### config.mk
export PLATFORM = sky130hd
export DESIGN_NAME = vend_input_conditioner
export DESIGN_NICKNAME = d
export VERILOG_FILES = /design/src/rtl/vend_pkg.sv /design/src/rtl/vend_input_conditioner_debounce.sv /design/src/rtl/vend_input_conditioner.sv
export SDC_FILE = /design/constraint.sdc
export NUM_CORES = 1
export LEC_CHECK = 0
export CORE_MARGIN = 5
export CORE_UTILIZATION = 30
export DETAILED_ROUTE_END_ITERATION = 8
export HOLD_SLACK_MARGIN = 0.15
export PLACE_DENSITY = 0.54
export SYNTH_ARGS = -nofsm -noshare
export SYNTH_HDL_FRONTEND = slang
export SYNTH_HIERARCHICAL = 1
export SYNTH_SLANG_ARGS = --single-unit
### constraint.sdc
create_clock -name CLK -period 1.9 [get_ports CLK]
set_input_delay 0.19 -clock CLK [delete_from_list [all_inputs] [get_ports CLK]]
set_output_delay 0.19 -clock CLK [all_outputs]
set_load 0.02 [all_outputs]
### src/rtl/vend_pkg.sv
// Shared definitions for the vending machine front end: channel indices,
// arbitration order and coin values used by the conditioner and the FSM.
package vend_pkg;

    localparam int NUM_CH  = 5;

    localparam int CH_QU   = 0;
    localparam int CH_DI   = 1;
    localparam int CH_NI   = 2;
    localparam int CH_SODA = 3;
    localparam int CH_DIET = 4;

    // Arbitration order, highest priority first.
    localparam int PRIO_ORDER [NUM_CH] = '{CH_QU, CH_DI, CH_NI, CH_SODA, CH_DIET};

    // Coin values in cents, shared with the vending FSM.
    localparam int COIN_VAL_NI = 5;
    localparam int COIN_VAL_DI = 10;
    localparam int COIN_VAL_QU = 25;

    typedef logic [NUM_CH-1:0] ch_vec_t;

    // One-hot grant of the highest-priority requesting channel (zero if none).
    // Walks from lowest to highest priority so the last hit wins.
    function automatic ch_vec_t pick_highest(input ch_vec_t req);
        ch_vec_t g;
        g = '0;
        for (int p = NUM_CH - 1; p >= 0; p--) begin
            if (req[PRIO_ORDER[p]]) begin
                g = '0;
                g[PRIO_ORDER[p]] = 1'b1;
            end
        end
        return g;
    endfunction

endpackage

### src/rtl/vend_input_conditioner_debounce.sv
// One input channel: two-flop synchroniser, counter debouncer and
// rising-edge detect. edge_pulse is high for one cycle after stable rises.
module debounce_channel
    import vend_pkg::*;
#(
    parameter int DEBOUNCE_CYCLES = 4
) (
    input  logic CLK,
    input  logic rst,
    input  logic raw,
    output logic edge_pulse
);

    localparam int CW = $clog2(DEBOUNCE_CYCLES + 1);
    localparam logic [CW-1:0] CNT_LAST = CW'(DEBOUNCE_CYCLES - 1);

    logic          sync1_reg;
    logic          sync2_reg;
    logic          stable_reg, stable_next;
    logic [CW-1:0] cnt_reg, cnt_next;
    logic          edge_reg, edge_next;

    // Count consecutive disagreeing cycles; flip stable on the last one.
    always_comb begin
        stable_next = stable_reg;
        cnt_next    = '0;
        edge_next   = 1'b0;
        if (sync2_reg != stable_reg) begin
            if (cnt_reg == CNT_LAST) begin
                stable_next = ~stable_reg;
                edge_next   = ~stable_reg;   // only 0->1 flips are reported
            end else begin
                cnt_next = cnt_reg + 1'b1;
            end
        end
    end

    // Synchroniser and debouncer state, cleared by the active-low reset.
    always_ff @(posedge CLK) begin
        if (!rst) begin
            sync1_reg  <= 1'b0;
            sync2_reg  <= 1'b0;
            stable_reg <= 1'b0;
            cnt_reg    <= '0;
            edge_reg   <= 1'b0;
        end else begin
            sync1_reg  <= raw;
            sync2_reg  <= sync1_reg;
            stable_reg <= stable_next;
            cnt_reg    <= cnt_next;
            edge_reg   <= edge_next;
        end
    end

    assign edge_pulse = edge_reg;

endmodule

### src/rtl/vend_input_conditioner.sv
// Conditions five raw board inputs into single-cycle, mutually exclusive
// event pulses for the vending FSM, with merge reporting and a coin count.
module vend_input_conditioner
    import vend_pkg::*;
#(
    parameter int DEBOUNCE_CYCLES = 4,
    parameter int CNT_W           = 8
) (
    input  logic             CLK,
    input  logic             rst,
    input  logic             raw_ni,
    input  logic             raw_di,
    input  logic             raw_qu,
    input  logic             raw_soda,
    input  logic             raw_diet,
    output logic             ni,
    output logic             di,
    output logic             qu,
    output logic             soda,
    output logic             diet,
    output logic             overrun,
    output logic [CNT_W-1:0] coin_count
);

    ch_vec_t          raw_vec;
    ch_vec_t          edge_vec;
    ch_vec_t          pending_reg, pending_next;
    ch_vec_t          grant;
    ch_vec_t          out_reg;
    logic             overrun_reg, overrun_next;
    logic [CNT_W-1:0] coin_count_reg, coin_count_next;
    logic             coin_grant;

    assign raw_vec[CH_QU]   = raw_qu;
    assign raw_vec[CH_DI]   = raw_di;
    assign raw_vec[CH_NI]   = raw_ni;
    assign raw_vec[CH_SODA] = raw_soda;
    assign raw_vec[CH_DIET] = raw_diet;

    generate
        for (genvar gi = 0; gi < NUM_CH; gi++) begin : g_ch
            debounce_channel #(
                .DEBOUNCE_CYCLES(DEBOUNCE_CYCLES)
            ) u_ch (
                .CLK        (CLK),
                .rst        (rst),
                .raw        (raw_vec[gi]),
                .edge_pulse (edge_vec[gi])
            );
        end
    endgenerate

    // Serve one pending channel per cycle; a new edge re-arms its bit, and
    // an edge on a bit that stays pending is a merge.
    always_comb begin
        grant           = pick_highest(pending_reg);
        pending_next    = (pending_reg & ~grant) | edge_vec;
        overrun_next    = |(edge_vec & pending_reg & ~grant);
        coin_grant      = grant[CH_QU] | grant[CH_DI] | grant[CH_NI];
        coin_count_next = coin_count_reg;
        if (coin_grant) begin
            coin_count_next = coin_count_reg + 1'b1;
        end
    end

    // Pending requests, registered pulses and coin counter.
    always_ff @(posedge CLK) begin
        if (!rst) begin
            pending_reg    <= '0;
            out_reg        <= '0;
            overrun_reg    <= 1'b0;
            coin_count_reg <= '0;
        end else begin
            pending_reg    <= pending_next;
            out_reg        <= grant;
            overrun_reg    <= overrun_next;
            coin_count_reg <= coin_count_next;
        end
    end

    assign qu         = out_reg[CH_QU];
    assign di         = out_reg[CH_DI];
    assign ni         = out_reg[CH_NI];
    assign soda       = out_reg[CH_SODA];
    assign diet       = out_reg[CH_DIET];
    assign overrun    = overrun_reg;
    assign coin_count = coin_count_reg;

endmodule

==> results.tsv, run 1 <==
metric	value	unit
firstDrtPassIters	3	
via_per_inst	4.65	
track_usage	8.60	%
final_common_cell	dfxtp_1	
cp_cell_sequence	clkdlybuf4s50_1	
tritoncts	done	
h-tree-depth	2	
antenna_found_initial	0	
netlist_top_cells_area	dfxtp_1 54%, ha_1 6.9%, nor4b_1 4.4%	
max-vdd-ir-drop	0.000437	V
finClkSkew	0.00942	ns
maxSlewViolCount	0	
io_buffers	20	
final_hold_viol_count	0	
ant_nets	0	
period_share	83.2	%
io_pins	21	
fin_tns_setup	0	ns
holdPathStages	1	
cp_num_buf_inv	1	
syn_avg_cell_area	11.3	um^2
grt_pass1_wl	5.89	mm
final_cell_mix	54 x dfxtp_1, 20 x clkdlybuf4s50_1, 11 x and2_1, 11 x ha_1, 10 x nor4b_1	
synthDistinctLibCells	34	
ys_seq_elements	54	
layout_setup_ws	0.319	ns
clk_latency	0.31	ns
max_freq	632	MHz
critPathRequiredTime	1.71	ns
hpwl	2.18	mm
core-area	6420	um^2
synthesis.nets	194	
p_leak	0.861	nW
hp-class	reg2reg	
initial_utilization	31.1	%
grt_max_degree	41	
die_area	8380	um^2
routedWlPerCell	11.3	um
tightest_slew	0.555	ns
drtIter0Drc	55	
power_density	789	nW/um^2
yosysSeqAreaShare	54.2	%
rr_worst_depth	3	
place_congestion	0.693	
finalWirelength	3.13	mm
first_global_vias	1313	
clockRootBuffer	clkbuf_8	
dieHeight	91.6	um
yosysTopAreaCell	dfxtp_1	
dp.cells	270	
syn_area	2000	um^2
clockBufferDepth	2	
largest_reg_flops	15	
status	completed	
cts_setup_buffers	0	
cts_buffers	5	
final_util	36.9	%
cts_hold_buf	0	
finalSetupViolations	0	
maxCapViolations	0	
overflow	0	
dp_slack	0.418	ns
areaGrowthSynthToFinish	18.9	%
post-route-drc-count	0	
num-nets-final	218	
rsz0062_at_grt	no	
cp_max_fo	7	
synth_warnings	6	
critPathSlowestCell	clkdlybuf4s50_1	
n_antenna_cell	0	
period_needed	1.58	ns
clk_pin_slew	0.09	ns
cp-start-kind	flip-flop	
cp.depth	1	
cts_sinks	54	
drive_above_1_share	10.9	%
endpoint_kind	primary output	
relSlewSlack	62.8	%
vias	1292	
critPathMaxStageDelay	0.65	ns
criticalPathCategory	reg2out	
path_delay_family	buffers and inverters	
synth_top_area_share	54.2	%
instances_no_fill	278	
die_w	91.6	um
syn_inst	176	
rows	29	
arrival	1.39	ns
cts_resized	0	
[Yosys cell counts]
cell type	number
nor4b_1	10
or3_1	2
xnor2_1	6
ha_1	11
xor2_1	1
nor2b_1	5
a32oi_1	1
nor3_1	1
nand2b_1	1
clkbuf_1	2
nand4_1	2
a31oi_1	1
or4_1	3
mux2i_1	6
o21ai_0	2
o311ai_0	1
buf_6	2
o21a_1	2
nand3_1	2
a21oi_1	8
and2_1	11
and3_1	1
and2_2	1
o31ai_1	4
a22o_1	2
nor2_1	5
nor3_2	1
buf_2	1
dfxtp_1	54
nand2_1	8
and4b_2	5
and4bb_2	5
nor4_1	1
inv_1	8
[final timing paths]
kind / from / to / slack [ns]
worst max-delay path: coin_count[3]$_SDFFE_PN0P_ / coin_count[3] / 0.32
worst min-delay path: g_ch[0].u_ch/edge_pulse$_SDFF_PN0_ / pending_reg[0]$_SDFF_PN0_ / 0.43
worst max register to register: pending_reg[1]$_SDFF_PN0_ / coin_count[7]$_SDFFE_PN0P_ / 0.50
worst min register to register: g_ch[0].u_ch/edge_pulse$_SDFF_PN0_ / pending_reg[0]$_SDFF_PN0_ / 0.43
[through the flow]
stage,hold WS [ns],power (mW),cell area (um^2)
6_report,0.433,1.87,2370
5_1_grt,0.421,1.97,2370
4_1_cts,0.437,1.90,2370
3_5_place_dp,0.413,1.23,2270
3_3_place_gp,0.414,1.23,2270
2_1_floorplan,0.312,1.20,2000
[cell families (layout without fill, tap and decap cells)]
| group | count (synthesis) | in the layout | synth area share (%) |
|---|---|---|---|
| and+or+nand+nor | 64 | 64 | 22.8 |
| DFF | 54 | 54 | 54.2 |
| AOI/OAI and AO/OA | 21 | 21 | 6.83 |
| buffers and inverters | 13 | 38 | 3.26 |
| adders and majority gates | 11 | 11 | 6.90 |
| xor gates and xnor gates | 7 | 7 | 3.07 |
| muxes | 6 | 6 | 3.01 |
[per-layer routing]
layer  share of wire, %  GRT usage [%]  up-vias  routed length (um)
met1                 52           11.0      584                1640
met3                6.7           3.88        6                 210
met2                 39           12.8       24                1230
met4                1.5           3.02        0                  48
met5                  0              0        -                   0
li1                   -              -      678                   -
[power breakdown]
part,leakage (nW),switching (mW),internal (mW)
Sequential,0.437,0.00629,1.14
Combinational,0.373,0.0231,0.0281
Clock,0.0514,0.371,0.300
[area by class of cell]
| class | count | area, um^2 |
|---|---|---|
| Clock buffer | 6 | 82.6 |
| Clock inverter | 2 | 17.5 |
| Fill cell | 645 | 4050 |
| Inverter | 8 | 30.0 |
| Multi-Input combinational cell | 109 | 850 |
| Sequential cell | 54 | 1080 |
| Tap cell | 77 | 96.3 |
| Timing Repair Buffer | 22 | 215 |
(Power assumes the default switching activity.)
==> run 2, diff against run 1 <==
clock period = 1.6 ns   (was 1.9 ns; I/O delays follow)
==> run 2 against run 1 <==
Design area is 1.6% higher. Critical path type unchanged. First-iteration DRC count down 49%. Non-clock buffer count rose by 3. Routed wire length up 6.7%. Largest power group unchanged. Clock power grew 20%. Sequential power rose by 19%. Cell count is 1.1% higher. Register-to-register slack worse by 0.26 ns. Via count up 1.3%.
==> results.tsv, run 2 (synthesis gave the netlist of run 1 again) <==
metric	value	unit
layout_setup_ws	0.0725	ns
grt_max_degree	39	
path_delay_family	buffers and inverters	
fin_tns_setup	0	ns
max_freq	655	MHz
finalSetupViolations	0	
critPathRequiredTime	1.44	ns
clk_latency	0.31	ns
nFillCells	657	
overflow	0	
vias	1309	
dp_slack	0.251	ns
largest_reg_flops	15	
die_w	91.6	um
cp_cell_sequence	clkdlybuf4s50_1	
dp.cells	273	
arrival	1.37	ns
tritoncts	done	
period_needed	1.53	ns
io_buffers	20	
p_leak	0.915	nW
maxCapViolations	0	
power_density	927	nW/um^2
die_area	8380	um^2
post-route-drc-count	0	
routedWlPerCell	11.9	um
firstDrtPassIters	4	
h-tree-depth	2	
finClkSkew	0.00780	ns
first_global_vias	1187	
cts_sinks	54	
grt_pass1_wl	5.80	mm
clk_pin_slew	0.10	ns
io_pins	21	
track_usage	8.66	%
clockRootBuffer	clkbuf_8	
areaGrowthSynthToFinish	20.8	%
cp-start-kind	flip-flop	
finalWirelength	3.34	mm
core-area	6420	um^2
final_cell_mix	54 x dfxtp_1, 18 x clkdlybuf4s50_1, 11 x and2_1, 11 x ha_1, 10 x nor4b_1	
n_antenna_cell	0	
cts_buffers	5	
hp-class	in2reg	
cp_num_buf_inv	1	
period_share	95.5	%
critPathMaxStageDelay	0.64	ns
clockBufferDepth	2	
final_hold_viol_count	0	
tightest_slew	0.492	ns
initial_utilization	31.1	%
ant_nets	0	
hpwl	2.36	mm
cp_max_fo	6	
relSlewSlack	67.0	%
drtIter0Drc	28	
maxSlewViolCount	0	
final_common_cell	dfxtp_1	
instances_no_fill	281	
dieHeight	91.6	um
rows	29	
criticalPathCategory	reg2out	
critPathSlowestCell	clkdlybuf4s50_1	
status	completed	
place_congestion	0.707	
antenna_found_initial	0	
num-nets-final	221	
max-vdd-ir-drop	0.000517	V
rsz0062_at_grt	no	
drive_above_1_share	12.3	%
endpoint_kind	primary output	
via_per_inst	4.66	
run 2: cell types whose count changed in the layout (fill, tap and decap cells not counted), sizes merged:
cell | previous run | this run
clkdlybuf4s50 | 20 | 18
dlymetal6s2s | 0 | 2
inv | 8 | 9
clkinv | 2 | 0
buf | 2 | 5
clkinvlp | 0 | 1
run 2: power breakdown:
group          switching [mW]  leakage, nW  internal (mW)
Clock                   0.448       0.0478          0.357
Combinational          0.0282        0.430         0.0367
Sequential            0.00731        0.437           1.36
Total                   0.484        0.915           1.75
run 2: worst paths after layout:
kind	slack (ns)	cells past startpoint	from	endpoint
worst max-delay path	0.07	1	coin_count[4]$_SDFFE_PN0P_	coin_count[4]
worst min-delay path	0.42	2	raw_ni	g_ch[2].u_ch/sync1_reg$_SDFF_PN0_
worst max register to register	0.24	3	pending_reg[2]$_SDFF_PN0_	overrun$_SDFF_PN0_
worst min register to register	0.43	1	g_ch[4].u_ch/cnt_reg[0]$_SDFF_PP0_	g_ch[4].u_ch/cnt_reg[0]$_SDFF_PP0_
run 2: cell type report:
| class | instances | area, um^2 | area share (%) |
|---|---|---|---|
| flip-flops and latches | 54 | 1080 | 44.8 |
| inverters | 8 | 30.0 | 1.25 |
| multi-input cells | 109 | 850 | 35.2 |
| clock inverters | 2 | 16.3 | 0.675 |
| well taps | 77 | 96.3 | 4.00 |
| repair buffers | 25 | 255 | 10.6 |
| clock buffers | 6 | 82.6 | 3.43 |
run 2: layer usage:
metal / part of all wire [%] / global-route usage, %
met5: 0 / 0
met4: 2.3 / 4.52
met3: 5.1 / 2.81
met2: 42 / 12.2
met1: 51 / 11.7
run 2: repair_timing:
item / in CTS / in global routing
hold buffers: 0 / 0
setup endpoints to repair: 0 / 2
buffers inserted: 0 / 0
resized for setup: 0 / 2
run 2: metrics by stage:
stage | total power [mW] | area (um^2) | hold slack [ns] | utilization [%]
5_1_grt | 2.35 | 2410 | 0.402 | 37.5
3_5_place_dp | 1.46 | 2310 | 0.420 | 35.9
4_1_cts | 2.27 | 2410 | 0.405 | 37.5
6_report | 2.24 | 2410 | 0.421 | 37.5
3_3_place_gp | 1.46 | 2310 | 0.414 | 35.9
2_1_floorplan | 1.42 | 2000 | 0.282 | -
